===== config.mk =====
export PLATFORM = sky130hd
export DESIGN_NAME = pwm_generator
export DESIGN_NICKNAME = d
export VERILOG_FILES = /design/src/rtl/pwm_pkg.sv /design/src/rtl/edge_sync.sv /design/src/rtl/pwm_generator.sv
export SDC_FILE = /design/constraint.sdc
export NUM_CORES = 1
export LEC_CHECK = 0
export ABC_CLOCK_PERIOD_IN_PS = 2600
export CORE_ASPECT_RATIO = 0.75
export CORE_UTILIZATION = 28
export CTS_CLUSTER_SIZE = 30
export DETAILED_ROUTE_END_ITERATION = 8
export PLACE_DENSITY_LB_ADDON = 0.1
export SLEW_MARGIN = 40
export SYNTH_ARGS = -nofsm -noshare
export SYNTH_HDL_FRONTEND = slang
export SYNTH_SLANG_ARGS = --single-unit

===== constraint.sdc =====
create_clock -name clk_in -period 2.6 [get_ports clk_in]
set_input_delay 0.52 -clock clk_in [delete_from_list [all_inputs] [get_ports clk_in]]
set_output_delay 0.52 -clock clk_in [all_outputs]
set_load 0.01 [all_outputs]

===== src/rtl/pwm_pkg.sv =====
// Shared types and constants for the PWM generator slice.
// Contents:
//   pwm_state_e   - controller state (IDLE / RUN / STOP)
//   MinSyncStages - smallest synchroniser depth that is metastability-safe
package pwm_pkg;

  typedef enum logic [1:0] {
    StIdle = 2'd0,
    StRun  = 2'd1,
    StStop = 2'd2
  } pwm_state_e;

  localparam int unsigned MinSyncStages = 2;

endpackage


===== src/rtl/edge_sync.sv =====
// Synchroniser plus rising-edge detector for a slow, asynchronous tick source
// (typically a divided clock treated as data).
// Ports:
//   clk_in  - sampling clock
//   rst_n   - asynchronous active-low reset
//   async_i - asynchronous level input
//   tick_o  - one-cycle pulse per rising edge of async_i (combinational from flops)
module edge_sync
  import pwm_pkg::*;
#(
  parameter int unsigned SyncStages = MinSyncStages
) (
  input  logic clk_in,
  input  logic rst_n,
  input  logic async_i,
  output logic tick_o
);

  // A shallower chain is never allowed; clamp rather than build an unsafe one.
  localparam int unsigned Stages = (SyncStages < MinSyncStages) ? MinSyncStages : SyncStages;

  logic [Stages-1:0] sync_q, sync_d;
  logic              edge_q, edge_d;

  always_comb begin
    sync_d = {sync_q[Stages-2:0], async_i};
    edge_d = sync_q[Stages-1];
  end

  always_ff @(posedge clk_in or negedge rst_n) begin
    if (!rst_n) begin
      sync_q <= '0;
      edge_q <= 1'b0;
    end else begin
      sync_q <= sync_d;
      edge_q <= edge_d;
    end
  end

  // A long high phase only produces one tick: edge_q follows the last stage.
  assign tick_o = sync_q[Stages-1] & ~edge_q;

endmodule


===== src/rtl/pwm_generator.sv =====
// Programmable PWM generator clocked by ticks derived from a divided clock.
// Period and duty (in ticks) are taken through a valid/ready handshake; while
// running they are double-buffered and applied only at a period wrap.
// Optional feature macro: PWM_COMPL_EN adds a registered complementary output pwm_n.
// Ports:
//   clk_in, rst_n          - system clock, asynchronous active-low reset
//   tick_src               - divided clock (asynchronous)
//   enable                 - run request
//   cfg_valid / cfg_ready  - configuration handshake
//   cfg_period, cfg_duty   - period and high time in ticks
//   pwm_out                - registered PWM waveform
//   pwm_n                  - (PWM_COMPL_EN) ~pwm_out while running, 0 in IDLE
//   period_done            - one-cycle pulse at each period wrap
//   busy                   - state is not IDLE
module pwm_generator
  import pwm_pkg::*;
#(
  parameter int unsigned WIDTH       = 8,
  parameter int unsigned SYNC_STAGES = 2
) (
  input  logic             clk_in,
  input  logic             rst_n,
  input  logic             tick_src,
  input  logic             enable,
  input  logic             cfg_valid,
  output logic             cfg_ready,
  input  logic [WIDTH-1:0] cfg_period,
  input  logic [WIDTH-1:0] cfg_duty,
  output logic             pwm_out,
`ifdef PWM_COMPL_EN
  output logic             pwm_n,
`endif
  output logic             period_done,
  output logic             busy
);

  logic tick;

  edge_sync #(
    .SyncStages(SYNC_STAGES)
  ) u_edge_sync (
    .clk_in (clk_in),
    .rst_n  (rst_n),
    .async_i(tick_src),
    .tick_o (tick)
  );

  pwm_state_e       state_q, state_d;
  logic [WIDTH-1:0] cnt_q, cnt_d;
  logic [WIDTH-1:0] act_period_q, act_period_d;
  logic [WIDTH-1:0] act_duty_q, act_duty_d;
  logic [WIDTH-1:0] shd_period_q, shd_period_d;
  logic [WIDTH-1:0] shd_duty_q, shd_duty_d;
  logic             pending_q, pending_d;
  logic             pwm_q, pwm_d;
  logic             done_q, done_d;
`ifdef PWM_COMPL_EN
  logic             pwm_n_q, pwm_n_d;
`endif

  logic             cfg_hs;
  logic             wrap;
  logic [WIDTH-1:0] last_cnt;
  logic [WIDTH-1:0] cnt_inc;
  logic [WIDTH-1:0] wrap_duty;

  // Period 0 behaves as period 1, so the last count is 0 in both cases.
  assign last_cnt  = (act_period_q == '0) ? '0 : act_period_q - 1'b1;
  assign cnt_inc   = cnt_q + 1'b1;
  assign wrap      = (cnt_q == last_cnt);
  assign wrap_duty = pending_q ? shd_duty_q : act_duty_q;
  assign cfg_hs    = cfg_valid & cfg_ready;

  always_comb begin
    state_d      = state_q;
    cnt_d        = cnt_q;
    act_period_d = act_period_q;
    act_duty_d   = act_duty_q;
    shd_period_d = shd_period_q;
    shd_duty_d   = shd_duty_q;
    pending_d    = pending_q;
    pwm_d        = pwm_q;
    done_d       = 1'b0;

    unique case (state_q)
      StIdle: begin
        cnt_d = '0;
        pwm_d = 1'b0;
        if (cfg_hs) begin
          act_period_d = cfg_period;
          act_duty_d   = cfg_duty;
        end
        if (tick && enable) begin
          state_d = StRun;
          pwm_d   = (act_duty_q != '0);
        end
      end
      StRun, StStop: begin
        if (state_q == StRun && !enable) begin
          state_d = StStop;
        end else if (state_q == StStop && enable) begin
          state_d = StRun;
        end
        if (tick) begin
          if (wrap) begin
            cnt_d  = '0;
            done_d = 1'b1;
            pwm_d  = (wrap_duty != '0);
            if (pending_q) begin
              act_period_d = shd_period_q;
              act_duty_d   = shd_duty_q;
              pending_d    = 1'b0;
            end
            if (state_q == StStop && !enable) begin
              state_d = StIdle;
              pwm_d   = 1'b0;
            end
          end else begin
            cnt_d = cnt_inc;
            pwm_d = (cnt_inc < act_duty_q);
          end
        end
        // Only possible while nothing is pending, so it never collides with the
        // shadow-to-active transfer above; a wrap-cycle write waits one period.
        if (cfg_hs) begin
          shd_period_d = cfg_period;
          shd_duty_d   = cfg_duty;
          pending_d    = 1'b1;
        end
      end
      default: begin
        state_d = StIdle;
        cnt_d   = '0;
        pwm_d   = 1'b0;
      end
    endcase
  end

`ifdef PWM_COMPL_EN
  assign pwm_n_d = (state_d != StIdle) & ~pwm_d;
`endif

  always_ff @(posedge clk_in or negedge rst_n) begin
    if (!rst_n) begin
      state_q      <= StIdle;
      cnt_q        <= '0;
      act_period_q <= '0;
      act_duty_q   <= '0;
      shd_period_q <= '0;
      shd_duty_q   <= '0;
      pending_q    <= 1'b0;
      pwm_q        <= 1'b0;
      done_q       <= 1'b0;
`ifdef PWM_COMPL_EN
      pwm_n_q      <= 1'b0;
`endif
    end else begin
      state_q      <= state_d;
      cnt_q        <= cnt_d;
      act_period_q <= act_period_d;
      act_duty_q   <= act_duty_d;
      shd_period_q <= shd_period_d;
      shd_duty_q   <= shd_duty_d;
      pending_q    <= pending_d;
      pwm_q        <= pwm_d;
      done_q       <= done_d;
`ifdef PWM_COMPL_EN
      pwm_n_q      <= pwm_n_d;
`endif
    end
  end

  assign cfg_ready   = ~pending_q;
  assign pwm_out     = pwm_q;
  assign period_done = done_q;
  assign busy        = (state_q != StIdle);
`ifdef PWM_COMPL_EN
  assign pwm_n       = pwm_n_q;
`endif

endmodule


# Word level (Yosys, flattened, before mapping)
# Index checks and enable logic that the tools add are counted.
# word_totals
regBits	48
latchBits	0
mem_bits_rw	0
mem_bits_ro	0
elab_cells	76
memories	0
# op_classes
addsub	2
mul	0
div	0
magnitude_cmp	1
eq_ne	8
shift	0
muxes	32
n_bitwise	4
n_reduce_logical	18
# ops
op	n
2-to-1 mux 8 bit	12
case mux 8 bit (2 select lines)	2
nonzero test 8 bit	2
2-to-1 mux 2 bit	6
2-to-1 mux 1 bit	10
inequality test 2 bit (second input constant)	5
adder 8 x 1 -> 8 bit (second input constant)	1
equality test 8 bit	1
logical NOT 8 bit	1
less-than comparator 8 bit	1
nonzero test 2 bit	4
subtractor 8 x 1 -> 8 bit (second input constant)	1
AND reduction 5 bit	1
logical AND 1 bit	4
case mux 2 bit (2 select lines)	1
AND reduction 4 bit	1
AND reduction 3 bit	1
bitwise AND 1 bit	2
equality test 2 x 1 -> 1 bit (second input constant)	1
equality test 2 bit (second input constant)	1
logical NOT 2 bit	1
NOT 1 bit	2
case mux 1 bit (2 select lines)	1
AND reduction 2 bit	1
other kinds (2)	2

# Depth between registers and ports, before layout
# Gate-level depths: netlist of the first run.
# logic_depth
ltp_word	8
ltp_mapped	12

# By module
# Synthesis of the first run repeated with hierarchy kept, for this count alone.
# unflattened
hier_cells	272
area_unflattened_um2	2947.8
# modules_own_cells
mod	instances	cells_each	area_per_inst_um2	seq_area_each_um2
pwm_generator	1	268	2859.0	1126.1
edge_sync	1	4	88.8	75.1

# Least setup slack after synthesis of the first run
# OpenSTA, ideal clock, no wires.
# synth_path
path_type	register to register
startpoint	register act_period_q[0]
endpoint	register act_duty_q[4]
setup_time_ns	0.099
t_arrival_ns	2.676
t_required_ns	2.501
path_slack_ns	-0.175
stages_incl_launch_ff	13
n_path_buf	3
synth_period_minus_slack_ns	2.775
path_cell_list	dfrtp_1 > inv_1 > ha_1 > nor3b_4 > nand2_1 > o32ai_1 > a31oi_1 > or3_1 > buf_2 > or2_1 > buf_6 > buf_6 > a311oi_1
# synth_between
elab_chain_cells	5
elab_cells_between_ends	6
cone_classes	add/sub (1); eq/ne (2); mux (1); reduce/logical (2)
# synth_lines
item	line_no	source
start: declaration	pwm_generator.sv:50	logic [WIDTH-1:0] act_period_q, act_period_d;
start signal: assignment	pwm_generator.sv:160	act_period_q <= act_period_d;
subtractor 8 x 1 -> 8 bit / logical NOT 8 bit (equally long branches)	pwm_generator.sv:68	assign last_cnt = (act_period_q == '0) ? '0 : act_period_q - 1'b1;
2-to-1 mux 8 bit (*)	pwm_generator.sv:68	
equality test 8 bit (*)	pwm_generator.sv:70	assign wrap = (cnt_q == last_cnt);
inequality test 2 bit (no line) (*)	n/a	
AND reduction 4 bit (no line) (*)	n/a	
end signal: assignment	pwm_generator.sv:161	act_duty_q <= act_duty_d;
end: declaration	pwm_generator.sv:51	logic [WIDTH-1:0] act_duty_q, act_duty_d;
# Mark *: on every way between the ends. The rest lies on a longest branch, timed or not.
# A chain may end at the register's enable or synchronous reset.

# Worst setup path in the final report of the first run
# layout_path
startpoint	register act_period_q[0]
endpoint	register act_period_q[7]
# layout_between
elab_chain_cells	5
elab_cells_between_ends	6
cone_classes	add/sub (1); eq/ne (2); mux (1); reduce/logical (2)
# layout_lines
item	line_no
subtractor 8 x 1 -> 8 bit / logical NOT 8 bit (equally long branches)	pwm_generator.sv:68
2-to-1 mux 8 bit (*)	pwm_generator.sv:68
equality test 8 bit (*)	pwm_generator.sv:70
inequality test 2 bit (no line) (*)	n/a
AND reduction 5 bit (no line) (*)	n/a
# Marked as above.

==> results_dict.tcl, run 1 <==
set metrics [dict create \
    status "finished clean" \
    yosysSeqAreaShare 0.390 \
    crit_type "flop to flop" \
    wl_per_cell_microns 16.5 \
    ios 25 \
    dr_wl_met2_microns 3620 \
    dp_cells 505 \
    clockBufferDepth 2 \
    fin_skew_ps 9.69 \
    cp.required_ps 2790 \
    ant_nets 0 \
    grt_pass1_vias 2618 \
    ys_async_sr_fraction 1.00 \
    crit_path_end_kind "flop" \
    area_growth_pct 38.9 \
    tightestPinTransition_ps 668 \
    clk_latency_ps 290 \
    antenna_cells 0 \
    dieArea_sq_mm 0.0114 \
    min_path_type "input pin to async pin" \
    numCtsBuffers 5 \
    setup_viol_count_final 0 \
    gp_congestion 0.763 \
    leakage_nw 1.76 \
    finalPower_w 0.00382 \
    cp_max_fo 15 \
    synth_fa_ha_area_frac 0.0528 \
    nNetsFinal 422 \
    hold_buffers 0 \
    portBuffers 24 \
    die_h_microns 92.8 \
    maxCapViolCount 0 \
    synth_flop_cell "dfrtp_1" \
    maxSlewViolCount 0 \
    clock_sinks 48 \
    vias 2746 \
    rsz0062_at_grt "true" \
    synth-xor-area-share 0.0341 \
    drive_gt1_frac 0.293 \
    cts_max_level 2 \
    synth.area.top_cells "dfrtp_1 39%, mux2_2 5.9%, ha_1 5.3%, nor4b_1 4.6%, a211oi_1 4.4%" \
    netlist_instances 337 \
    max_stage_delay_ps 410 \
    root_buffer "clkbuf_16" \
    route.met3.wl_microns 378 \
    p_per_area_mw_per_mm2 894 \
    cts_tree "yes" \
    rows 32 \
    hold_viol_final 0 \
    synth-edff-count 0 \
    yosysWarnings 0 \
    synth_top_family_by_area "compound AO/OA/AOI/OAI gates" \
    initial_core_util 0.294 \
    ir_drop_mv 0.356 \
    synth_nets 371 \
    fin_setup_tns_ps 0 \
    synth_top_area_frac 0.390 \
    routed.top_layer "met4" \
    synth_simple_gate_area_frac 0.202 \
    totalWireLength_microns 8650 \
    drtIter0Drc 145 \
    cp.arrival_ps 2780 \
    wl_met1_microns 4620 \
    instances_no_fill 525 \
    core_area_sq_mm 0.0105 \
    crit_chain "inv_2 > ha_4 > nor3b_4 > o31a_1 > a21oi_1 > o41ai_1 > buf_4 > o311ai_4 > or2_1 > buf_12 > a311oi_2" \
    clkTransAtPathRegs_ps 70 \
    grt_max_degree 51 \
    avgSynthCellArea_sq_um 9.14 \
    period_share 0.997 \
    drc 0 \
    synth_top_cell_by_area "dfrtp_1" \
    reg2reg_depth 11 \
    ys_top_cells_by_count "48 x dfrtp_1, 32 x nor2_1, 24 x nand2_1" \
    max_slew_margin 0.549 \
    crit_path_top_delay_cell "dfrtp_1" \
    startpoint_type "flop" \
    syn_area_sq_mm 0.00308 \
    antenna_found_initial 0 \
    fin_crit_ps 2590 \
    die_w_microns 123 \
    synth_compound_gate_area_share 0.203 \
    grt_pass1_wl_microns 14000 \
    vias_per_cell 5.23 \
    synth_cell_type_count 49 \
    grtUsageTotal 0.161 \
    muxShareOfSynthArea 0.0585 \
    overflow 0 \
    dr.pass1.iters 4 \
    place_hpwl_microns 6130 \
    synthMostInstantiatedCell "dfrtp_1" \
    ys_seq_elements 48 \
    timing.fmax_mhz 386 \
]
## final timing paths
| path | startpoint | endpoint | slack, ps |
|---|---|---|---|
| min in group clk_in | u_edge_sync.sync_q[0] | u_edge_sync.sync_q[1] | 370 |
| worst max-delay path | act_period_q[0] | act_period_q[7] | 9 |
| worst min register to register | u_edge_sync.sync_q[0] | u_edge_sync.sync_q[1] | 370 |
| max in group asynchronous | rst_n | shd_period_q[4] | 1830 |
| worst min-delay path | rst_n | state_q[0] | 150 |
| worst max register to register | act_period_q[0] | act_period_q[7] | 9 |
## kinds of logic after synthesis
group / count (synthesis)
buffers and inverters: 45
flip-flops: 48
XOR/XNOR: 12
adder cells (fa/ha/maj): 13
multiplexers: 16
AO/OA/AOI/OAI: 90
AND/OR/NAND/NOR: 113
## stage by stage
| stage | util | hold WS (ps) | cell area [sq um] | worst slack [ps] |
|---|---|---|---|---|
| 6_report | 0.408 | 146 | 4280 | 8.72 |
| 5_1_grt | 0.408 | 170 | 4280 | -149 |
| 4_1_cts | 0.368 | 162 | 3860 | 0.180 |
| 3_5_place_dp | 0.347 | 354 | 3640 | -47.7 |
| 3_3_place_gp | 0.347 | 343 | 3640 | -3.06 |
| 2_1_floorplan | - | 224 | 3100 | -68.2 |
## placed cells by master (no fill, tap or decap), types with 4 or more instances in the layout
master            n
a211oi_1         16
dfrtp_1          48
o21ai_1           4
nor4b_2           9
nor4b_4           6
nor3_1            4
a311oi_2         12
xor2_1            7
nor2_1           32
ha_1             12
nand2b_1          5
buf_6             7
nand2_1          23
nand3_1           7
a31oi_1           7
buf_4            32
clkbuf_16         5
inv_1            20
mux2_2           16
o211ai_1          4
a21oi_1          11
clkdlybuf4s50_1  23
o21ai_0          14
## final cells by class
class	instances	area, sq um
Sequential cell	48	1200
Clock inverter	3	47.5
Inverter	23	86.3
Timing Repair Buffer	66	609
Fill cell	1081	6210
Clock buffer	5	125
Tap cell	136	170
Multi-Input combinational cell	244	2040
## where the power goes
group,internal (W),switching (W),leakage [nW]
combinational,0.000835,0.000957,1.11
sequential,0.00101,0.000254,0.561
clock,0.000458,0.000308,0.0840
total,0.00230,0.00152,1.76
## sequential cells by signal, indices dropped and copies added, names as in the netlist
signal,flops
act_duty_q,8
act_period_q,8
cnt_q,8
pending_q,1
period_done,1
pwm_out,1
shd_duty_q,8
shd_period_q,8
state_q,2
u_edge_sync.edge_q,1
u_edge_sync.sync_q,2
## per-layer routing
metal  vias to the layer above  global-route usage
li1                       1343                   -
met1                      1342               0.246
met2                        59               0.230
met3                         2              0.0351
met4                         0              0.0271
met5                         -                   0
## worst max-delay path, delay by kind of cell, from the launching register on
kind / cells / cell delay, ps
AOI/OAI and AO/OA: 5 / 960
adders and majority gates: 1 / 120
buffers and inverters: 3 / 450
DFF: 1 / 410
and+or+nand+nor: 2 / 550
## repair_timing
item,CTS,global route
setup endpoints to repair,17,28
resized for setup,5,61
setup buffers,2,10
pin swaps,2,24
(Power assumes the default switching activity.)
==> run 2, diff against run 1 <==
--- a/config.mk
+++ b/config.mk
@@ -8,7 +8,7 @@
 export ABC_CLOCK_PERIOD_IN_PS = 2600
 export CORE_ASPECT_RATIO = 0.75
 export CORE_UTILIZATION = 28
-export CTS_CLUSTER_SIZE = 30
+export CTS_CLUSTER_SIZE = 40
 export DETAILED_ROUTE_END_ITERATION = 8
 export PLACE_DENSITY_LB_ADDON = 0.1
 export SLEW_MARGIN = 40
==> results of run 2 <==
Final layout, timing and power as in run 1 (identical DEF).
==> run 3, diff against run 2 <==
--- a/config.mk
+++ b/config.mk
@@ -7,10 +7,12 @@
 export LEC_CHECK = 0
 export ABC_CLOCK_PERIOD_IN_PS = 2600
 export CORE_ASPECT_RATIO = 0.75
+export CORE_MARGIN = 2
 export CORE_UTILIZATION = 28
 export CTS_CLUSTER_SIZE = 40
 export DETAILED_ROUTE_END_ITERATION = 8
 export PLACE_DENSITY_LB_ADDON = 0.1
+export RECOVER_POWER = 50
 export SLEW_MARGIN = 40
 export SYNTH_ARGS = -nofsm -noshare
 export SYNTH_HDL_FRONTEND = slang
==> run 3 against run 2 <==
  * Die area is 3.8% higher
  * Design area is 0.88% lower
  * Clock-buffer cell count stayed put
  * Flip-flop and latch count stayed put
  * Clock skew is 4.8 ps lower
  * Utilization is 1.6 points lower
  * Global-route usage is 0.39 points lower
  * Highest routed layer unchanged
  * Clock power is 16% lower
  * Non-clock buffer count is 1 lower
==> results_dict.tcl, run 3 (synthesis results as in run 1) <==
set metrics [dict create \
    status "finished clean" \
    antenna_cells 0 \
    place_ws_ps -33.1 \
    cts_tree "yes" \
    gp_congestion 0.810 \
    max_stage_delay_ps 520 \
    totalWireLength_microns 8810 \
    reg2reg_slack_ps 1 \
    portBuffers 24 \
    nNetsFinal 421 \
    crit_path_top_delay_cell "or4_4" \
    worstHoldEndpoint "u_edge_sync.sync_q[1]" \
    root_buffer "clkbuf_16" \
    grt_pass1_wl_microns 14500 \
    wl_per_cell_microns 16.7 \
    numCtsBuffers 5 \
    cts_max_level 2 \
    route.met3.wl_microns 288 \
    maxSlewViolCount 0 \
    ios 25 \
    final_common_cell "dfrtp_1" \
    fin_skew_ps 4.88 \
    overflow 0 \
    finalWorstSetupSlack_ps 1.04 \
    hold_viol_final 0 \
    cp.arrival_ps 2800 \
    whs_ps 353 \
    dr_wl_met2_microns 3760 \
    startpoint_type "flop" \
    max_slew_margin 0.130 \
    hold_buffers 0 \
    initial_core_util 0.285 \
    cp_max_fo 5 \
    vias_per_cell 5.17 \
    clockBufferDepth 2 \
    dieArea_sq_mm 0.0119 \
    grt_max_degree 49 \
    leakage_nw 1.73 \
    fin_crit_ps 2600 \
    p_per_area_mw_per_mm2 883 \
    dp_cells 511 \
    instances_no_fill 527 \
    rsz0062_at_grt "true" \
    die_h_microns 94.8 \
    reg2reg_depth 9 \
    drc 0 \
    ir_drop_mv 0.307 \
    place_hpwl_microns 6100 \
    grtUsageTotal 0.157 \
    whs_path_depth 0 \
    clk_latency_ps 300 \
    hold_path_startpoint "u_edge_sync.sync_q[0]" \
    setup_viol_count_final 0 \
    crit_chain "buf_6 > nor4_4 > buf_4 > a21oi_1 > a31oi_1 > xor2_1 > o311ai_4 > or4_4 > a221oi_2" \
    grt_pass1_vias 2679 \
    maxCapViolCount 0 \
    clkTransAtPathRegs_ps 70 \
    vias 2726 \
    core_area_sq_mm 0.0108 \
    fin_setup_tns_ps 0 \
    dr.pass1.iters 4 \
    period_share 1.00 \
    crit_buf_inv 2 \
    wl_met1_microns 4660 \
    drive_gt1_frac 0.310 \
    final_cell_mix "47 x dfrtp_1, 32 x nor2_1, 30 x buf_4" \
    area_growth_pct 37.7 \
    crit_type "flop to flop" \
    min_path_type "flop to flop" \
    ant_nets 0 \
    critical_path.top_delay_family "simple AND/OR/NAND/NOR gates" \
    tightestPinTransition_ps 1300 \
    crit_path_end_kind "flop" \
    routed.top_layer "met4" \
    clock_sinks 48 \
    cp.required_ps 2810 \
    antenna_found_initial 0 \
    finalPower_w 0.00374 \
    worstReg2RegStart "act_period_q[0]" \
    rows 33 \
    r2r-end "act_duty_q[7]" \
    drtIter0Drc 173 \
    die_w_microns 125 \
    timing.fmax_mhz 385 \
    crit_start "act_period_q[0]" \
]
## run 3: timing repair
item / CTS / global route
endpoints found under the setup margin: 23 / 28
pin swaps: 3 / 19
cloned: 1 / 0
buffers inserted: 6 / 2
gates resized for setup: 5 / 73
## run 3: layout make-up
cell class	count	area (sq um)
Multi-Input combinational cell	244	2050
Sequential cell	48	1200
Clock inverter	2	12.5
Inverter	23	86.3
Timing Repair Buffer	65	584
Clock buffer	5	125
Fill cell	1093	6580
Tap cell	140	175
## run 3: per-stage QoR
stage	area [sq um]	utilization
after floorplan	3100	-
after global placement	3660	0.339
after detailed placement	3660	0.339
after CTS	3880	0.359
after global routing	4240	0.392
final	4240	0.392
## run 3: metal layers
| layer | vias up | track usage |
|---|---|---|
| met5 | - | 0 |
| met4 | 0 | 0.0454 |
| met3 | 7 | 0.0300 |
| met2 | 45 | 0.231 |
| met1 | 1325 | 0.234 |
| li1 | 1349 | - |
## run 3: power by group
part	internal (W)	switching (W)
clock	0.000350	0.000290
sequential	0.00101	0.000251
combinational	0.000845	0.000997
## run 3: how the worst max path moves through the flow
stage	slack, ps	endpoint	depth (start not counted)
2_1_floorplan	-70	act_duty_q[4]	12
3_3_place_gp	30	act_period_q[3]	11
3_5_place_dp	-30	act_period_q[4]	11
4_1_cts	4	act_period_q[4]	10
5_1_grt	-90	act_duty_q[7]	10
6_report	1	act_duty_q[7]	9
